### src/rtl/nco_pkg.sv
// nco_pkg: shared switch-debounce sizing constants and helpers
package nco_pkg;
    localparam int SW_WIDTH = 10;
    localparam int DEBOUNCE_CYCLES = 1000;  // 20 us at 50 MHz

    function automatic int cnt_width(input int stable_cycles);
        return $clog2(stable_cycles + 1);
    endfunction
endpackage

### src/rtl/sw_debounce_bit.sv
// debounce_bit: single-bit stability counter, debounced output register and edge pulses
module debounce_bit
    import nco_pkg::*;
#(
    parameter int STABLE_CYCLES = DEBOUNCE_CYCLES
) (
    input  logic clk,
    input  logic reset,
    input  logic in,
    output logic out,
    output logic rise,
    output logic fall,
    output logic update
);
    localparam int CW = cnt_width(STABLE_CYCLES);
    localparam logic [CW-1:0] LAST = CW'(STABLE_CYCLES - 1);

    logic [CW-1:0] cnt;

    // asserted on the edge where the output is about to take the new level
    assign update = (in != out) && (cnt == LAST);

    always_ff @(posedge clk) begin
        if (reset) begin
            cnt  <= '0;
            out  <= 1'b0;
            rise <= 1'b0;
            fall <= 1'b0;
        end else begin
            rise <= update && in;
            fall <= update && !in;
            if (in == out || update) cnt <= '0;
            else cnt <= cnt + 1'b1;
            if (update) out <= in;
        end
    end
endmodule

### src/rtl/sw_debounce.sv
// sw_debounce: per-bit switch debouncer with rise/fall pulses and a combined change pulse
module sw_debounce
    import nco_pkg::*;
#(
    parameter int WIDTH = SW_WIDTH,
    parameter int STABLE_CYCLES = DEBOUNCE_CYCLES
) (
    input  logic             clk,
    input  logic             reset,
    input  logic [WIDTH-1:0] in,
    output logic [WIDTH-1:0] out,
    output logic [WIDTH-1:0] rise,
    output logic [WIDTH-1:0] fall,
    output logic             changed
);
    logic [WIDTH-1:0] update;

    if (STABLE_CYCLES < 2) begin : g_bad_cycles
        $error("sw_debounce: STABLE_CYCLES must be at least 2");
    end

    for (genvar i = 0; i < WIDTH; i++) begin : g_bit
        debounce_bit #(.STABLE_CYCLES(STABLE_CYCLES)) u_bit (
            .clk   (clk),
            .reset (reset),
            .in    (in[i]),
            .out   (out[i]),
            .rise  (rise[i]),
            .fall  (fall[i]),
            .update(update[i])
        );
    end

    // registered from the same next-state terms as rise/fall so all pulses align
    always_ff @(posedge clk) begin
        if (reset) changed <= 1'b0;
        else changed <= |update;
    end
endmodule

### config.mk
export PLATFORM = sky130hd
export DESIGN_NAME = sw_debounce
export DESIGN_NICKNAME = d
export VERILOG_FILES = /design/src/rtl/nco_pkg.sv /design/src/rtl/sw_debounce_bit.sv /design/src/rtl/sw_debounce.sv
export SDC_FILE = /design/constraint.sdc
export NUM_CORES = 1
export LEC_CHECK = 0
export BUFFER_PORTS_ARGS = -buffer_cell sky130_fd_sc_hd__buf_4
export CORE_MARGIN = 2
export CORE_UTILIZATION = 56
export CTS_BUF_LIST = sky130_fd_sc_hd__clkbuf_4 sky130_fd_sc_hd__clkbuf_8
export DETAILED_ROUTE_END_ITERATION = 6
export GPL_ROUTABILITY_DRIVEN = 0
export PLACE_DENSITY_LB_ADDON = 0.08
export SKIP_CTS_REPAIR_TIMING = 1
export SYNTH_ARGS = -nofsm -noshare
export SYNTH_HDL_FRONTEND = slang
export SYNTH_HIERARCHICAL = 1
export SYNTH_SLANG_ARGS = --single-unit
export TNS_END_PERCENT = 50
### constraint.sdc
create_clock -name clk -period 1.2 [get_ports clk]
set_input_delay 0.06 -clock clk [delete_from_list [all_inputs] [get_ports clk]]
set_output_delay 0.06 -clock clk [all_outputs]
set_load 0.02 [all_outputs]
Word-level counts from Yosys, hierarchy flattened

Index checks and enable logic that the tools add are counted.
W data, S select, Z words.

Output and inout port bits: 31
Register bits: 131
Logic and storage cells: 142
Bits of input ports: 12

Reductions and logical operators: 61
Add/subtract/negate cells: 10
Equal/unequal tests: 30

Operator list:

| operator                | count |
|---|---|
| $add A10 B1 Y10 const B | 10 |
| $eq A10 B10 Y1 const B  | 10 |
| $logic_and A1 B1 Y1     | 30 |
| $reduce_or A2 Y1        | 10 |
| $eq A1 B1 Y1            | 10 |
| $logic_not A1 Y1        | 10 |
| $logic_or A1 B1 Y1      | 10 |
| $ne A1 B1 Y1            | 10 |
| $reduce_or A10 Y1       | 1 |

Longest topological paths before layout

Gate-level depths: netlist of run 1.

Word-level depth: 4
Mapped depth: 5
Mapped depth without buffers: 5

Cells and area by module

Netlist of run 1, hierarchy kept.

Modules (own cells, without submodules):

| module       | times used | sequential area each (µm²) | area each (µm²) | cells each |
|---|---|---|---|---|
| debounce_bit | 10         | 260.2                      | 559.3           | 58 |
| sw_debounce  | 1          | 20.0                       | 42.5            | 5 |

Least setup slack after synthesis of run 1

No wires, ideal clock.

Kind: register to register
From: reg g_bit[0].u_bit.cnt[0]
To: reg g_bit[0].u_bit.cnt[8]
Required time: 1.134 ns
Path buffers: 0
Stages on the path, launching flop included: 6
Setup slack: -0.102 ns
Setup time: 0.066 ns
Data arrival time: 1.235 ns
Period minus slack after synthesis: 1.302 ns
Path through: dfxtp_1 > ha_1 > nand4_1 > or3_1 > o21a_1 > a21oi_2

Word-level cells in the longest chain between the ends: 4
Elaborated cells on any way between the ends: 5
Classes of those cells: add/sub (1); eq/ne (1); reduce/logical (3)

Ends and longest elaborated chain:

| element                                                 | RTL line              | RTL |
|---|---|---|
| from (decl)                                             | sw_debounce_bit.sv:18 | `logic [CW-1:0] cnt;` |
| from (signal assigned)                                  | sw_debounce_bit.sv:33 | `else cnt <= cnt + 1'b1;` |
| branches (longest 4 deep; another with $add A10 B1 Y10) | --                    |  |

Parallel ways; which one is timed is not known.
A chain may end at the register's enable or synchronous reset.

Final worst setup path of run 1

From: reg g_bit[3].u_bit.cnt[5]
To: reg g_bit[3].u_bit.cnt[8]

Word-level cells in the longest chain between the ends: 4
Elaborated cells on any way between the ends: 5
Classes of those cells: add/sub (1); eq/ne (1); reduce/logical (3)

Ends and longest elaborated chain:

| element                                                 | RTL line |
|---|---|
| from (decl)                                             | sw_debounce_bit.sv:18 |
| from (signal assigned)                                  | sw_debounce_bit.sv:33 |
| branches (longest 4 deep; another with $add A10 B1 Y10) | -- |

Parallel ways; which one is timed is not known.

==> results.yml, run 1 <==
setup_path:
  crit_fanout: 4
  cp-end-kind: "flop"
  setup.worst_path.class: "flop to flop"
  start_kind: "flop"
  required_ns: 1.58
  crit_arrival_ns: 1.76
  startpoint: "g_bit[3].u_bit/cnt[5]$_SDFF_PP0_"
  r2r_start: "g_bit[3].u_bit/cnt[5]$_SDFF_PP0_"
  reg2regPathDepth: 5
  crit_end: "g_bit[3].u_bit/cnt[8]$_SDFF_PP0_"
  r2r-end: "g_bit[3].u_bit/cnt[8]$_SDFF_PP0_"
  ff2ff_setup_slack_ns: -0.18
synth:
  syn_area_per_cell_um2: 9.63
  synth_area_um2: 5640
  synth_nets: 607
  synth_compound_area_frac: 0.0855
  synth_fa_ha_area_frac: 0.0222
  synth.mux.area_fraction: 0.0178
  ys_types: 27
  synth_warnings: 6
  synth-xor-area-share: 0.0933
  synth_top_cells_by_area: "dfxtp_1 (47%), nor2_1 (6.7%), xnor2_1 (6.2%)"
  ys_ff_latch: 131
  synth_top_family_by_area: "simple AND/OR/NAND/NOR gates"
  syn_inst: 585
  ys_seq_area_frac: 0.465
  yosys.area.top_type: "dfxtp_1"
  netlist.area_leader.share: 0.465
  synth-simple-area-share: 0.309
finish:
  layout_common_cells: "buf_4 (185), nor2_1 (89), dfxtp_1 (67), dfxtp_2 (48), xnor2_1 (38)"
  multi_input_area_um2: 3520
  seq_area_um2: 2740
  final_nets: 833
  syn2layout_area_growth_pct: 51.3
  n_fill_cell: 500
  final_common_cell: "buf_4"
  drive_above_1_share: 0.521
  fin_area_um2: 8530
  diodes: 0
worst_hold_path:
  hold_class: "input port to flop"
power:
  clock_power_share: 0.460
  leakage_nw: 3.54
  p_seq_frac: 0.501
  intPower_mw: 6.86
  p_total_mw: 8.76
  p_comb_frac: 0.039
  p_per_area_nw_per_um2: 1030
  p_sw_frac: 0.218
  peakVddDrop_mv: 1.12
  p_switching_mw: 1.91
detailed_routing:
  drcViolationCount: 0
  drtPass1Iterations: 4
  finalWirelength_um: 15800
  drtIter0Drc: 214
  via_per_inst: 5.52
  ant_nets: 0
  num_vias: 5283
  drt-wirelength-per-cell_um: 16.5
clock_tree:
  clockRootBuffer: "clkbuf_8"
  clock-sinks: 131
  cts_tree: "built"
  clockBufferDepth: 2
  clock_latency_ns: 0.45
  cts_max_level: 4
  clk_pin_slew_ns: 0.07
  numCtsBuffers: 17
global_route:
  grt_overflow_total: 0
  grt_max_degree: 47
  track_usage: 0.243
  antenna_found_initial: 0
  grt_pass1_wl_um: 21500
  first_global_vias: 4848
sta:
  report.final.slew_viol_count: 0
  final-hold-violation-count: 0
  worst_slack_ns: -0.182
  fin_tns_setup_ns: -3.27
  worst_pin_slew_ns: 0.526
  finClkSkew_ns: 0.00993
  final-setup-viol-count: 62
  relSlewSlack: 0.649
  period_share: 1.15
  min_period_ns: 1.38
  holdWs_ns: 0.0791
  fmax_ghz: 0.724
  rsz0062_at_grt: "yes"
run:
  drv_cap: 0
placement:
  dp_hpwl_um: 9200
  numPortBuffers: 42
  placed_area_um2: 7320
  post-place-ws_ns: -0.207
status:
  status: "complete, but fails checks"
  violations: "negative setup slack"
floorplan:
  die_x_um: 104
  fp.dieH_um: 104
  start_util: 0.577
  ios: 43
  rows: 36
  die_area_um2: 10900
  coreArea_um2: 9770
==> layer usage <==
layer	GRT usage	up-vias	share of wire
met3	0.0652	54	0.040
met1	0.296	2549	0.39
met5	0	-	0
met2	0.401	135	0.53
li1	-	2545	-
met4	0.110	0	0.038
==> power groups by stage <==
stage	registers [mW]	clock network, mW	logic (mW)
floorplan	4.52	0	0.126
global placement	4.52	0	0.259
detailed placement	4.52	0	0.269
CTS	4.42	4.08	0.274
global route	4.40	4.31	0.375
finish	4.39	4.03	0.342
==> cell usage after synthesis (all sizes together) <==
library cell  number
and3              40
nor3b             10
o21a              10
dfxtp            131
nand3             30
nand2             40
inv               10
xnor2             40
a21oi             20
nor4b             20
o221a             10
and4              10
or2               10
mux2i             10
nor2             111
xor2              20
a21o              10
ha                10
o211ai            10
nand4             20
nor4               2
or3               10
a31oi              1
==> how the worst min path moves through the flow <==
| stage | start | to | cells after the start | slack, ns |
|---|---|---|---|---|
| floorplan | reset | g_bit[9].u_bit/out$_SDFFE_PP0P_ | 1 | 0.12 |
| global placement | in[7] | g_bit[7].u_bit/fall$_SDFF_PP0_ | 2 | 0.26 |
| detailed placement | in[2] | g_bit[2].u_bit/fall$_SDFF_PP0_ | 2 | 0.26 |
| CTS | in[2] | g_bit[2].u_bit/fall$_SDFF_PP0_ | 2 | -0.22 |
| global route | reset | g_bit[0].u_bit/out$_SDFFE_PP0P_ | 2 | 0.07 |
| finish | reset | g_bit[0].u_bit/out$_SDFFE_PP0P_ | 2 | 0.08 |
==> sequential cells by signal, indices dropped and copies added, names as in the netlist <==
signal and flops:
g_bit.u_bit/cnt 100, g_bit.u_bit/fall 10, changed 1, g_bit.u_bit/rise 10, g_bit.u_bit/out 10
==> per-stage QoR <==
stage / instances / utilization
3_3_place_gp: 900 / 0.749
5_1_grt: 957 / 0.872
4_1_cts: 932 / 0.793
3_5_place_dp: 900 / 0.749
2_1_floorplan: 585 / -
6_report: 957 / 0.872
==> cells by family after synthesis <==
family          after synthesis
compound gates               61
xor+xnor                     60
fa+ha+maj                    10
buf+inv                      10
flops                       131
mux                          10
simple gates                303
==> worst max-delay path: stages, from the launching register on <==
cell and delay (ns):
dfxtp_1 0.37, buf_4 0.15, nand3_1 0.12, or3_4 0.39, o21a_1 0.14, a21oi_2 0.15
==> final cells by class <==
| type | count | share of cell area |
|---|---|---|
| multi-input combinational | 444 | 0.413 |
| clock buffer | 23 | 0.0364 |
| timing repair buffer | 207 | 0.190 |
| sequential | 131 | 0.322 |
| tap | 133 | 0.0195 |
| clock inverter | 9 | 0.0147 |
| inverter | 10 | 0.00440 |
Power figures use the tool's default switching activity.
==> run 2, diff against run 1 <==
Settings changed: CORE_ASPECT_RATIO from default to 1.4.
==> results.yml, run 2 (same netlist as run 1, synthesis figures left out) <==
clock_tree:
  clockBufferDepth: 2
  clock_latency_ns: 0.42
  clockRootBuffer: "clkbuf_8"
  clk_pin_slew_ns: 0.07
  cts_tree: "built"
  cts_max_level: 4
  numCtsBuffers: 17
  clock-sinks: 131
floorplan:
  die_area_um2: 10900
  ios: 43
  fp.dieH_um: 123
  rows: 43
  die_x_um: 88.8
  start_util: 0.572
  coreArea_um2: 9850
finish:
  drive_above_1_share: 0.536
  largest_reg_flops: 100
  fin_area_um2: 8630
  syn2layout_area_growth_pct: 53.2
  final_nets: 839
  final_common_cell: "buf_4"
  regMostFlops: "g_bit.u_bit/cnt"
  layout_common_cells: "buf_4 (196), nor2_1 (87), dfxtp_1 (66), dfxtp_2 (54), xnor2_1 (38)"
  diodes: 0
setup_path:
  cp-end-kind: "flop"
  reg2regPathDepth: 6
  setup.worst_path.class: "flop to flop"
  required_ns: 1.48
  crit_fanout: 5
  r2r-end: "changed$_SDFF_PP0_"
  r2r_start: "g_bit[2].u_bit/cnt[1]$_SDFF_PP0_"
  crit_arrival_ns: 1.70
  ff2ff_setup_slack_ns: -0.22
  start_kind: "flop"
power:
  p_per_area_nw_per_um2: 1010
  p_total_mw: 8.70
  peakVddDrop_mv: 0.944
  leakage_nw: 3.59
sta:
  report.final.slew_viol_count: 0
  worst_slack_ns: -0.220
  relSlewSlack: 0.597
  worst_pin_slew_ns: 0.605
  finClkSkew_ns: 0.0111
  final-setup-viol-count: 66
  min_period_ns: 1.42
  rsz0062_at_grt: "yes"
  period_share: 1.18
  fmax_ghz: 0.704
  final-hold-violation-count: 0
placement:
  dp_hpwl_um: 9400
  placed_area_um2: 7360
  numPortBuffers: 42
detailed_routing:
  via_per_inst: 5.55
  drtPass1Iterations: 4
  drt-wirelength-per-cell_um: 16.3
  finalWirelength_um: 15700
  num_vias: 5346
  drcViolationCount: 0
  drtIter0Drc: 240
  ant_nets: 0
global_route:
  grt_max_degree: 47
  antenna_found_initial: 0
  first_global_vias: 5038
  track_usage: 0.243
  grt_overflow_total: 0
  grt_pass1_wl_um: 20900
worst_hold_path:
  worstHoldEndpoint: "g_bit[0].u_bit/cnt[8]$_SDFF_PP0_"
  hold_class: "input port to flop"
  worstHoldStart: "in[0]"
  hold_depth: 4
status:
  violations: "negative setup slack"
  status: "complete, but fails checks"
run:
  drv_cap: 0
run 2: cell types whose count changed in the layout (fill, tap and decap cells not counted), moves of 4 or more:
cell      change
nor4b_1      -11
dfxtp_2       +6
buf_4        +11
nor2_2        +5
nor4b_2       +7
nor4b_4       +4
clkbuf_4      +4
dfxtp_4       -5
buf_6         -5
run 2: how the worst max path moves through the flow:
stage,end,slack [ns],start
final,changed$_SDFF_PP0_,-0.22,g_bit[2].u_bit/cnt[1]$_SDFF_PP0_
after global placement,changed$_SDFF_PP0_,-0.24,g_bit[0].u_bit/cnt[8]$_SDFF_PP0_
after floorplan,g_bit[9].u_bit/cnt[8]$_SDFF_PP0_,-0.004,g_bit[9].u_bit/cnt[1]$_SDFF_PP0_
after global routing,changed$_SDFF_PP0_,-0.31,g_bit[2].u_bit/cnt[1]$_SDFF_PP0_
after CTS,changed$_SDFF_PP0_,-0.26,g_bit[0].u_bit/cnt[8]$_SDFF_PP0_
after detailed placement,changed$_SDFF_PP0_,-0.24,g_bit[0].u_bit/cnt[8]$_SDFF_PP0_
run 2: metrics by stage:
stage	TNS, ns	setup slack (ns)	hold WS (ns)	utilization	cells
after detailed placement	-2.26	-0.237	0.260	0.747	907
after global routing	-8.07	-0.310	0.0879	0.877	963
final	-3.22	-0.220	0.0981	0.877	963
after CTS	-3.86	-0.257	-0.200	0.789	937
after floorplan	-0.0410	-0.00390	0.125	-	585
after global placement	-0.649	-0.238	0.255	0.747	907
run 2: final cells by class:
class	instances	area, µm²
Multi-Input combinational cell	444	3630
Inverter	10	37.5
Fill cell	485	1210
Clock inverter	5	100
Clock buffer	25	313
Sequential cell	131	2730
Tap cell	135	169
Timing Repair Buffer	213	1650
run 2: per-layer routing:
metal,wire length (µm),vias to the layer above,track usage,part of all wire
li1,-,2553,-,-
met1,6060,2603,0.244,0.39
met2,8630,152,0.460,0.55
met3,632,38,0.0699,0.040
met4,350,0,0.0881,0.022
met5,0,-,0,0
run 2: worst max-delay path, cell delays in order, from the launching register on:
cell     delay (ns)
dfxtp_2        0.35
ha_4           0.17
buf_4          0.14
nand4_4        0.13
nor2_1         0.07
nor4_1         0.28
a31oi_1        0.14
run 2: power by group:
group / internal [mW] / total [mW] / switching [mW]
clock: 2.31 / 3.93 / 1.62
sequential: 4.36 / 4.40 / 0.0393
combinational: 0.173 / 0.370 / 0.197
==> run 3, diff against run 2 <==
Settings changed: CORE_UTILIZATION 56 to 55.
==> results.yml, run 3 (same netlist as run 1, synthesis figures left out) <==
power:
  clock_power_share: 0.468
  peakVddDrop_mv: 0.874
  p_switching_mw: 1.89
  p_sw_frac: 0.211
  p_comb_frac: 0.039
  leakage_nw: 3.58
  p_total_mw: 8.93
  p_seq_frac: 0.493
  intPower_mw: 7.04
  p_per_area_nw_per_um2: 1040
clock_tree:
  clock_latency_ns: 0.44
  cts_tree: "built"
  cts_max_level: 4
  clockRootBuffer: "clkbuf_8"
  clock-sinks: 131
  clk_pin_slew_ns: 0.08
  numCtsBuffers: 17
  clockBufferDepth: 2
setup_path:
  crit_fanout: 6
  r2r_start: "g_bit[8].u_bit/cnt[4]$_SDFF_PP0_"
  cp_slowest_stage_delay_ns: 0.36
  crit_chain: "nor3b_4 -> nand4_4 -> nor2_2 -> nor4_1 -> a31oi_1"
  startpoint: "g_bit[8].u_bit/cnt[4]$_SDFF_PP0_"
  ff2ff_setup_slack_ns: -0.12
  path_buf_inv: 0
  start_kind: "flop"
  setup.worst_path.class: "flop to flop"
  required_ns: 1.55
  cp-end-kind: "flop"
  crit_arrival_ns: 1.67
  crit_slowest_cell: "dfxtp_2"
  critPathTopFamily: "simple AND/OR/NAND/NOR gates"
status:
  violations: "negative setup slack"
  status: "complete, but fails checks"
finish:
  fin_area_um2: 8580
  final_common_cell: "buf_4"
  diodes: 0
  syn2layout_area_growth_pct: 52.2
  n_fill_cell: 490
  regMostFlops: "g_bit.u_bit/cnt"
  seq_area_um2: 2730
  largest_reg_flops: 100
  drive_above_1_share: 0.530
  layout_common_cells: "buf_4 (191), nor2_1 (86), dfxtp_1 (68), dfxtp_2 (51), xnor2_1 (35)"
  multi_input_area_um2: 3580
  final_nets: 833
global_route:
  antenna_found_initial: 0
  track_usage: 0.240
  grt_overflow_total: 0
  first_global_vias: 5020
  grt_pass1_wl_um: 20800
  grt_max_degree: 47
detailed_routing:
  drt-wirelength-per-cell_um: 16.1
  drcViolationCount: 0
  drtIter0Drc: 166
  via_per_inst: 5.54
  finalWirelength_um: 15400
  num_vias: 5314
  drtPass1Iterations: 5
  ant_nets: 0
run:
  drv_cap: 0
floorplan:
  start_util: 0.566
  die_area_um2: 11100
  die_x_um: 89.6
  fp.dieH_um: 124
  ios: 43
  coreArea_um2: 9950
  rows: 43
worst_hold_path:
  hold_class: "input port to flop"
  worstHoldStart: "in[1]"
sta:
  worst_pin_slew_ns: 0.659
  final-setup-viol-count: 57
  fmax_ghz: 0.759
  finClkSkew_ns: 0.00993
  relSlewSlack: 0.561
  worst_slack_ns: -0.118
  period_share: 1.10
  final-hold-violation-count: 0
  rsz0062_at_grt: "yes"
  report.final.slew_viol_count: 0
  min_period_ns: 1.32
placement:
  dp_hpwl_um: 9410
  numPortBuffers: 42
  placed_area_um2: 7340
-- run 3: metal layers --
| metal | vias up | GRT usage | part of all wire |
|---|---|---|---|
| li1 | 2541 | - | - |
| met1 | 2621 | 0.247 | 0.37 |
| met2 | 130 | 0.447 | 0.58 |
| met3 | 22 | 0.0577 | 0.035 |
| met4 | 0 | 0.104 | 0.015 |
| met5 | - | 0 | 0 |
-- run 3: worst reg2reg max path: stages (launching register included) --
cell	delay [ns]
dfxtp_2	0.36
nor3b_4	0.25
nand4_4	0.23
nor2_2	0.17
nor4_1	0.07
a31oi_1	0.15
-- run 3: worst paths after layout --
kind,cells past startpoint,endpoint
worst max-delay path,5,changed$_SDFF_PP0_
worst min-delay path,4,g_bit[1].u_bit/cnt[8]$_SDFF_PP0_
worst max register to register,5,changed$_SDFF_PP0_
worst min register to register,1,g_bit[8].u_bit/cnt[0]$_SDFF_PP0_
-- run 3: area by class of cell --
cell class | instances | area share
clock inverter | 9 | 0.0175
multi-input combinational | 444 | 0.418
timing repair buffer | 207 | 0.187
inverter | 10 | 0.00438
sequential | 131 | 0.318
clock buffer | 23 | 0.0354
tap | 135 | 0.0197
-- run 3: power groups by stage --
stage	Sequential, mW	Combinational [mW]	Clock (mW)
detailed placement	4.52	0.270	0
finish	4.40	0.347	4.18
global placement	4.52	0.255	0
global route	4.40	0.382	4.45
CTS	4.42	0.274	4.27
floorplan	4.52	0.126	0
-- run 3: per-stage QoR --
step	cells	utilization	hold slack (ns)	TNS, ns	worst slack (ns)
3_3_place_gp	905	0.738	0.256	-1.09	-0.255
6_report	959	0.862	0.0869	-2.86	-0.118
2_1_floorplan	585	-	0.125	-0.0410	-0.00390
4_1_cts	937	0.784	-0.227	-4.97	-0.290
3_5_place_dp	905	0.738	0.259	-3.08	-0.276
5_1_grt	959	0.862	0.0879	-7.16	-0.198
